## src/rtl/icache_refill_unit.sv

```systemverilog
// Instruction-cache refill engine: takes one miss, reads the whole line as
// sequential single-beat bus reads, then presents the assembled line.
module icache_refill_unit #(
    parameter int unsigned PLEN        = 32,
    parameter int unsigned LINE_WIDTH  = 256,
    parameter int unsigned BUS_WIDTH   = 32,
    parameter int unsigned WAY_WIDTH   = 2,
    parameter int unsigned INDEX_WIDTH = 6
) (
    input  logic                   clk_i,
    input  logic                   rst_ni,
    input  logic                   miss_req_valid_i,
    output logic                   miss_req_ready_o,
    input  logic [PLEN-1:0]        miss_req_paddr_i,
    input  logic [WAY_WIDTH-1:0]   miss_req_victim_way_i,
    input  logic [INDEX_WIDTH-1:0] miss_req_index_i,
    output logic                   mem_req_valid_o,
    input  logic                   mem_req_ready_i,
    output logic [PLEN-1:0]        mem_req_addr_o,
    input  logic                   mem_rsp_valid_i,
    input  logic [BUS_WIDTH-1:0]   mem_rsp_data_i,
    output logic                   refill_valid_o,
    input  logic                   refill_ready_i,
    output logic [PLEN-1:0]        refill_paddr_o,
    output logic [WAY_WIDTH-1:0]   refill_way_o,
    output logic [LINE_WIDTH-1:0]  refill_data_o,
    output logic                   busy_o
);

    localparam int unsigned BEATS = LINE_WIDTH / BUS_WIDTH;
    localparam int unsigned OFS   = $clog2(LINE_WIDTH / 8);
    localparam int unsigned BOFS  = $clog2(BUS_WIDTH / 8);
    localparam int unsigned CNT_W = (BEATS > 1) ? $clog2(BEATS) : 1;

    localparam logic [CNT_W-1:0] LAST_BEAT = CNT_W'(BEATS - 1);
    localparam logic [PLEN-1:0]  OFS_MASK  = PLEN'((64'd1 << OFS) - 64'd1);

    typedef enum logic [1:0] {
        ST_IDLE,
        ST_RD_REQ,
        ST_RD_WAIT,
        ST_REFILL
    } state_t;

    state_t                 r_state;
    state_t                 w_state_nxt;
    logic [PLEN-1:0]        r_base;
    logic [WAY_WIDTH-1:0]   r_way;
    logic [INDEX_WIDTH-1:0] r_index;
    logic [CNT_W-1:0]       r_beat;
    logic [LINE_WIDTH-1:0]  r_line;

    logic w_miss_hs;
    logic w_rsp_take;
    logic w_last_beat;
    logic w_unused_index;

    assign w_miss_hs   = miss_req_valid_i && (r_state == ST_IDLE);
    assign w_rsp_take  = mem_rsp_valid_i && (r_state == ST_RD_WAIT);
    assign w_last_beat = (r_beat == LAST_BEAT);

    // The set index is kept only so it can be probed while a refill is in flight.
    assign w_unused_index = ^r_index;

    always_ff @(posedge clk_i or negedge rst_ni) begin
        if (!rst_ni) begin
            r_state <= ST_IDLE;
        end else begin
            r_state <= w_state_nxt;
        end
    end

    always_comb begin
        w_state_nxt      = r_state;
        miss_req_ready_o = 1'b0;
        mem_req_valid_o  = 1'b0;
        refill_valid_o   = 1'b0;
        busy_o           = 1'b1;
        case (r_state)
            ST_IDLE: begin
                miss_req_ready_o = 1'b1;
                busy_o           = 1'b0;
                if (miss_req_valid_i) begin
                    w_state_nxt = ST_RD_REQ;
                end
            end
            ST_RD_REQ: begin
                mem_req_valid_o = 1'b1;
                if (mem_req_ready_i) begin
                    w_state_nxt = ST_RD_WAIT;
                end
            end
            ST_RD_WAIT: begin
                if (mem_rsp_valid_i) begin
                    w_state_nxt = w_last_beat ? ST_REFILL : ST_RD_REQ;
                end
            end
            ST_REFILL: begin
                refill_valid_o = 1'b1;
                if (refill_ready_i) begin
                    w_state_nxt = ST_IDLE;
                end
            end
            default: w_state_nxt = ST_IDLE;
        endcase
    end

    always_ff @(posedge clk_i or negedge rst_ni) begin
        if (!rst_ni) begin
            r_base  <= '0;
            r_way   <= '0;
            r_index <= '0;
            r_beat  <= '0;
            r_line  <= '0;
        end else begin
            if (w_miss_hs) begin
                r_base  <= miss_req_paddr_i & ~OFS_MASK;
                r_way   <= miss_req_victim_way_i;
                r_index <= miss_req_index_i;
                r_beat  <= '0;
            end
            // Only one read is outstanding, so the response always belongs to r_beat.
            if (w_rsp_take) begin
                r_line[r_beat*BUS_WIDTH +: BUS_WIDTH] <= mem_rsp_data_i;
                if (!w_last_beat) begin
                    r_beat <= r_beat + 1'b1;
                end
            end
        end
    end

    assign mem_req_addr_o = r_base + (PLEN'(r_beat) << BOFS);
    assign refill_paddr_o = r_base;
    assign refill_way_o   = r_way;
    assign refill_data_o  = r_line;

endmodule

```

## config.mk

```make
export PLATFORM = sky130hd
export DESIGN_NAME = icache_refill_unit
export DESIGN_NICKNAME = d
export VERILOG_FILES = /design/src/rtl/icache_refill_unit.sv
export SDC_FILE = /design/constraint.sdc
export NUM_CORES = 1
export LEC_CHECK = 0
export BUFFER_PORTS_ARGS = -buffer_cell sky130_fd_sc_hd__buf_2
export CORE_AREA = 2 2 161 163
export CTS_CLUSTER_DIAMETER = 60
export DETAILED_ROUTE_END_ITERATION = 6
export DIE_AREA = 0 0 163 165
export GPL_ROUTABILITY_DRIVEN = 0
export GPL_TIMING_DRIVEN = 0
export PLACE_DENSITY = 0.79
export SYNTH_ARGS = -nofsm -noshare
export SYNTH_HDL_FRONTEND = slang
export SYNTH_SLANG_ARGS = --single-unit
```

## constraint.sdc

```tcl
create_clock -name clk_i -period 3.6 [get_ports clk_i]
set_clock_uncertainty 0.2 [all_clocks]
set_input_delay 0.54 -clock clk_i [delete_from_list [all_inputs] [get_ports clk_i]]
set_output_delay 0.54 -clock clk_i [all_outputs]
set_load 0.02 [all_outputs]
```

Yosys cells after proc, flatten, opt, wreduce, memory -nomap -nowiden
Index checks and enable logic that the tools add are counted.
{"block": "op_classes", "eq_ne": 8, "n_reduce_logical": 4, "n_mux": 14, "n_addsub": 3, "shift": 2}
{"cell": "256-bit bitwise mux", "n": 1}
{"cell": "32-bit by 34-bit variable shift with 256-bit output (first input constant)", "n": 1}
{"cell": "32-bit by 34-bit variable part select with 256-bit output", "n": 1}
{"cell": "8-bit negation with 34-bit output", "n": 1}
{"cell": "32-bit by 5-bit adder with 32-bit output", "n": 1}
{"cell": "2-bit 2-to-1 mux", "n": 5}
{"cell": "3-bit 2-to-1 mux", "n": 3}
{"cell": "2-bit inequality test (second input constant)", "n": 4}
{"cell": "2-bit case mux with 4 select lines", "n": 1}
{"cell": "2-bit equality test (second input constant)", "n": 2}
{"cell": "1-bit 2-to-1 mux", "n": 4}
{"cell": "4-bit AND reduction", "n": 1}
{"cell": "3-bit by 1-bit adder with 3-bit output (second input constant)", "n": 1}
{"cell": "3-bit equality test (second input constant)", "n": 1}
{"cell": "2-bit by 1-bit equality test with 1-bit output (second input constant)", "n": 1}
{"cell": "1-bit logical AND", "n": 2}
{"cell": "2-bit zero test", "n": 1}
{"block": "word_totals", "out_inout_bits": 326, "elab_cells": 36, "reg_bits": 290, "inputBits": 78}

Logic depth before layout (Yosys ltp)
{"block": "depth", "ltp_word": 5, "mapped_depth": 10, "mapped_depth_nobuf": 6}

Least setup slack after synthesis
Ideal clock, no wire load.
{"block": "synth_path", "kind": "flip-flop to flip-flop", "from": "reg r_beat[0]", "to": "reg r_line[100] (netlist: refill_data_o[100])", "synth_period_minus_slack_ns": 2.734, "setup_ns": 0.125, "slack_ns": 0.866, "stages_incl_launch_ff": 11, "path_buffers": 4, "arrival_time_ns": 2.408, "required_ns": 3.275, "path_cell_list": "dfrtp_1 > buf_2 > inv_1 > ha_1 > ha_1 > buf_2 > o31a_1 > and3_1 > buf_6 > buf_6 > mux2_4"}
{"block": "synth_between", "elab_chain_len": 3, "elab_cells_between_ends": 4, "classes_between": "1 x add/sub; 2 x shift; 1 x mux"}
{"element": "start: declaration", "line_no": "50", "rtl": "logic [CNT_W-1:0] r_beat;"}
{"element": "start signal: assignment", "line_no": "126", "rtl": "r_beat <= r_beat + 1'b1;"}
{"element": "8-bit negation with 34-bit output *", "line_no": "124", "rtl": "r_line[r_beat*BUS_WIDTH +: BUS_WIDTH] <= mem_rsp_data_i;"}
{"element": "32-bit by 34-bit variable part select with 256-bit output or 32-bit by 34-bit variable shift with 256-bit output (tied branches)", "line_no": "124"}
{"element": "256-bit bitwise mux *", "line_no": "124"}
{"element": "end signal: indexed assignment", "line_no": "124"}
{"element": "end: declaration", "line_no": "51", "rtl": "logic [LINE_WIDTH-1:0] r_line;"}
Mark *: on every way between the ends. The rest lies on a longest branch, timed or not.
A chain may end at the register's enable or synchronous reset.

Final worst setup path
{"block": "layout_path", "from": "reg r_beat[0]", "to": "reg r_line[205] (netlist: refill_data_o[205])"}
Same word-level chain as after synthesis.

==> flow_summary.json <==
{
  "status": "finished, final reports clean",
  "worstSkewPairLatency_ns": 0.54,
  "p_sw_frac": 0.332,
  "layout_common_cells": "buf_2, dfrtp_1, mux2_2, and2_1, mux2_4",
  "synth-main-ff-cell": "dfrtp_1",
  "slowest_delay_ns": 0.91,
  "die_h_um": 165,
  "area_delta_synth_final_pct": 27.2,
  "avgSynthCellArea_um2": 14.7,
  "drtIter0Drc": 525,
  "synth.mux.area_fraction": 0.281,
  "synth_top_family_by_area": "multiplexers",
  "power_switching_mw": 3.43,
  "finalCritPeriodShare": 0.893,
  "fin_util": 0.643,
  "final_common_cell": "buf_2",
  "r2r_cells": 8,
  "start_util": 0.506,
  "hold_path.class": "in -> reg",
  "place.port_buffers": 385,
  "cts_buffers": 31,
  "internal_power_mw": 6.89,
  "cts_num_sinks": 290,
  "r2r_start": "r_beat[0]$_DFF_PN0_",
  "setup_viol": 0,
  "synth_compound_area_frac": 0.00247,
  "drc": 0,
  "synth_area_mm2": 0.0127,
  "pwr_density_cell_mw_per_mm2": 640,
  "critPathMaxFanout": 10,
  "synth_xor_xnor_area_share": 0,
  "p_comb_frac": 0.306,
  "pwr-share-seq": 0.392,
  "synth_adder_area_share": 0.00691,
  "synth_seq_cells": 290,
  "cp_top_family": "simple AND/OR/NAND/NOR gates",
  "cp_cell_sequence": "buf_2 > inv_1 > ha_1 > ha_1 > nor3b_1 > clkbuf_1 > and2_1 > mux2_2",
  "antenna_found_initial": 0,
  "worstPathRequired_ns": 3.88,
  "hold_path_end": "refill_paddr_o[23]$_DFFE_PN0P_",
  "rr_endpoint": "refill_data_o[205]$_DFFE_PN0P_",
  "cpMaxStageDelayCell": "nor3b_1",
  "cts-resized-gates": 0,
  "fp.dieArea_mm2": 0.0269,
  "worstMarginPinSlew_ns": 1.10,
  "grt_pass1_vias": 8753,
  "worstSetupEndpointType": "register",
  "critical_path.startpoint_type": "register",
  "cts_tree": "done",
  "path_common_cell": "ha_1",
  "multiInputGateArea_mm2": 0.00467,
  "synthArstFlopShare": 1.00,
  "worstHoldPathCells": 2,
  "rsz0062_at_grt": "no",
  "firstDrtPassIters": 5,
  "drive_gt1_frac": 0.570,
  "grt-ovfl-total": 0,
  "fin_hold_ws_ns": 0.0256,
  "fp-row-count": 58,
  "vias": 8267,
  "grtUsageTotal": 0.242,
  "io_pins": 404,
  "fill_cells": 1901,
  "critical_path_buf_inv_count": 3,
  "post-dp-hpwl_mm": 23.9,
  "max_freq_mhz": 311,
  "yosys.area_share.simple": 0.0763,
  "fin_crit_ns": 3.21,
  "grt_pass1_wl_mm": 50.5,
  "postRouteAntennaNets": 0,
  "nets": 1375,
  "hold_viol": 0,
  "rrSetupSlack_ns": 0.39,
  "wl_per_cell_um": 20.0,
  "slew_headroom": 0.265,
  "netlist-cell-type-count": 30,
  "drv_slew": 0,
  "holdCritStartpoint": "miss_req_paddr_i[23]",
  "core_area_mm2": 0.0250,
  "maxCapViolations": 0,
  "htreeDepth": 1,
  "peakVddDrop_uv": 578,
  "seq_area_mm2": 0.00726,
  "p_clk_frac": 0.302,
  "seq_area_frac_synth": 0.573,
  "diodes": 0,
  "synthCells": 863,
  "cts_max_path_buffers": 3,
  "synth_edf_count": 0,
  "grt_max_degree": 122,
  "chipWidth_um": 163,
  "crit_arrival_ns": 3.49,
  "clock-root-buffer": "clkbuf_16",
  "leakagePower_nw": 8.75,
  "critPathKind": "reg -> reg",
  "vias_per_cell": 5.04,
  "finalWirelength_mm": 32.8,
  "post_cts_buffers": 0,
  "path_clk_slew_ns": 0.06,
  "ys.warnings.count": 0
}
==> state kept, by name (all words and copies together), names as in the netlist <==
signal / flops
refill_data_o: 256
refill_paddr_o: 27
r_beat: 3
r_state: 2
refill_way_o: 2
==> logic make-up after synthesis <==
group                    after synthesis
adder cells (fa/ha/maj)                7
flip-flops                           290
buffers and inverters                120
AO/OA/AOI/OAI                          4
AND/OR/NAND/NOR                      152
multiplexers                         289
other                                  1
==> worst reg2reg max path, delay by kind of cell (launching register included) <==
kind                     cells  cell delay [ns]
adder cells (fa/ha/maj)      2             0.46
multiplexers                 1             0.15
AND/OR/NAND/NOR              2             1.13
buffers and inverters        3             0.78
flip-flops                   1             0.42
==> per-stage QoR <==
step	total power [mW]	std cells	setup WS, ns	setup TNS [ns]	instance area (µm²)
3_3_place_gp	7.17	1584	-3.60	-1036.34	15000
2_1_floorplan	6.12	869	0.866	0	12700
5_1_grt	10.8	1640	0.0691	0	16100
3_5_place_dp	7.27	1586	0.386	0	15100
4_1_cts	10.4	1640	0.352	0	16100
6_report	10.3	1640	0.387	0	16100
==> area by class of cell <==
cell class | count | share of cell area
sequential | 290 | 0.451
inverter | 39 | 0.00909
timing repair buffer | 388 | 0.124
clock buffer | 48 | 0.0590
tap | 330 | 0.0256
clock inverter | 5 | 0.00326
buffer | 81 | 0.0381
multi-input combinational | 459 | 0.290
==> synthesized netlist by cell type, drive strengths merged, types with 2 or more instances <==
master / instances / area share
inv: 39 / 0.012
nor2: 4 / 0.0012
buf: 69 / 0.045
clkbuf: 12 / 0.0036
mux2: 254 / 0.25
nand2: 33 / 0.0098
nor3b: 3 / 0.0018
and3b: 2 / 0.0014
and3: 4 / 0.0020
mux2i: 34 / 0.027
nor4b: 5 / 0.0080
a22o: 2 / 0.0014
dfrtp: 290 / 0.57
and2: 95 / 0.047
ha: 7 / 0.0069
==> worst max-delay path by stage <==
stage                         from                              to  slack, ns  depth (start not counted)
2_1_floorplan  r_beat[0]$_DFF_PN0_  refill_data_o[100]$_DFFE_PN0P_       0.87                         10
3_3_place_gp                rst_ni   refill_data_o[85]$_DFFE_PN0P_      -3.60                          1
3_5_place_dp   r_beat[0]$_DFF_PN0_  refill_data_o[219]$_DFFE_PN0P_       0.39                          8
4_1_cts        r_beat[0]$_DFF_PN0_  refill_data_o[143]$_DFFE_PN0P_       0.35                          9
5_1_grt        r_beat[0]$_DFF_PN0_  refill_data_o[148]$_DFFE_PN0P_       0.07                          9
6_report       r_beat[0]$_DFF_PN0_  refill_data_o[205]$_DFFE_PN0P_       0.39                          8
==> layer usage <==
metal	track usage	up-vias	wire, µm
met1	0.314	4184	13700
met5	0	-	0
met4	0.0724	0	994
met2	0.404	305	15700
li1	-	3717	-
met3	0.0610	61	2330
==> timing repair <==
action | in CTS | in global routing
setup endpoints to repair | 0 | 0
endpoints found under the hold margin | 64 | 0
hold buffers | 1 | 0
==> power by group through the flow <==
stage	registers, mW	clock network (mW)	logic, mW
after global routing	4.10	3.30	3.38
final	4.05	3.11	3.16
after floorplan	4.66	0	1.47
after global placement	4.07	0	3.10
after CTS	4.05	3.16	3.19
after detailed placement	4.09	0	3.18
Power figures use the tool's default switching activity.
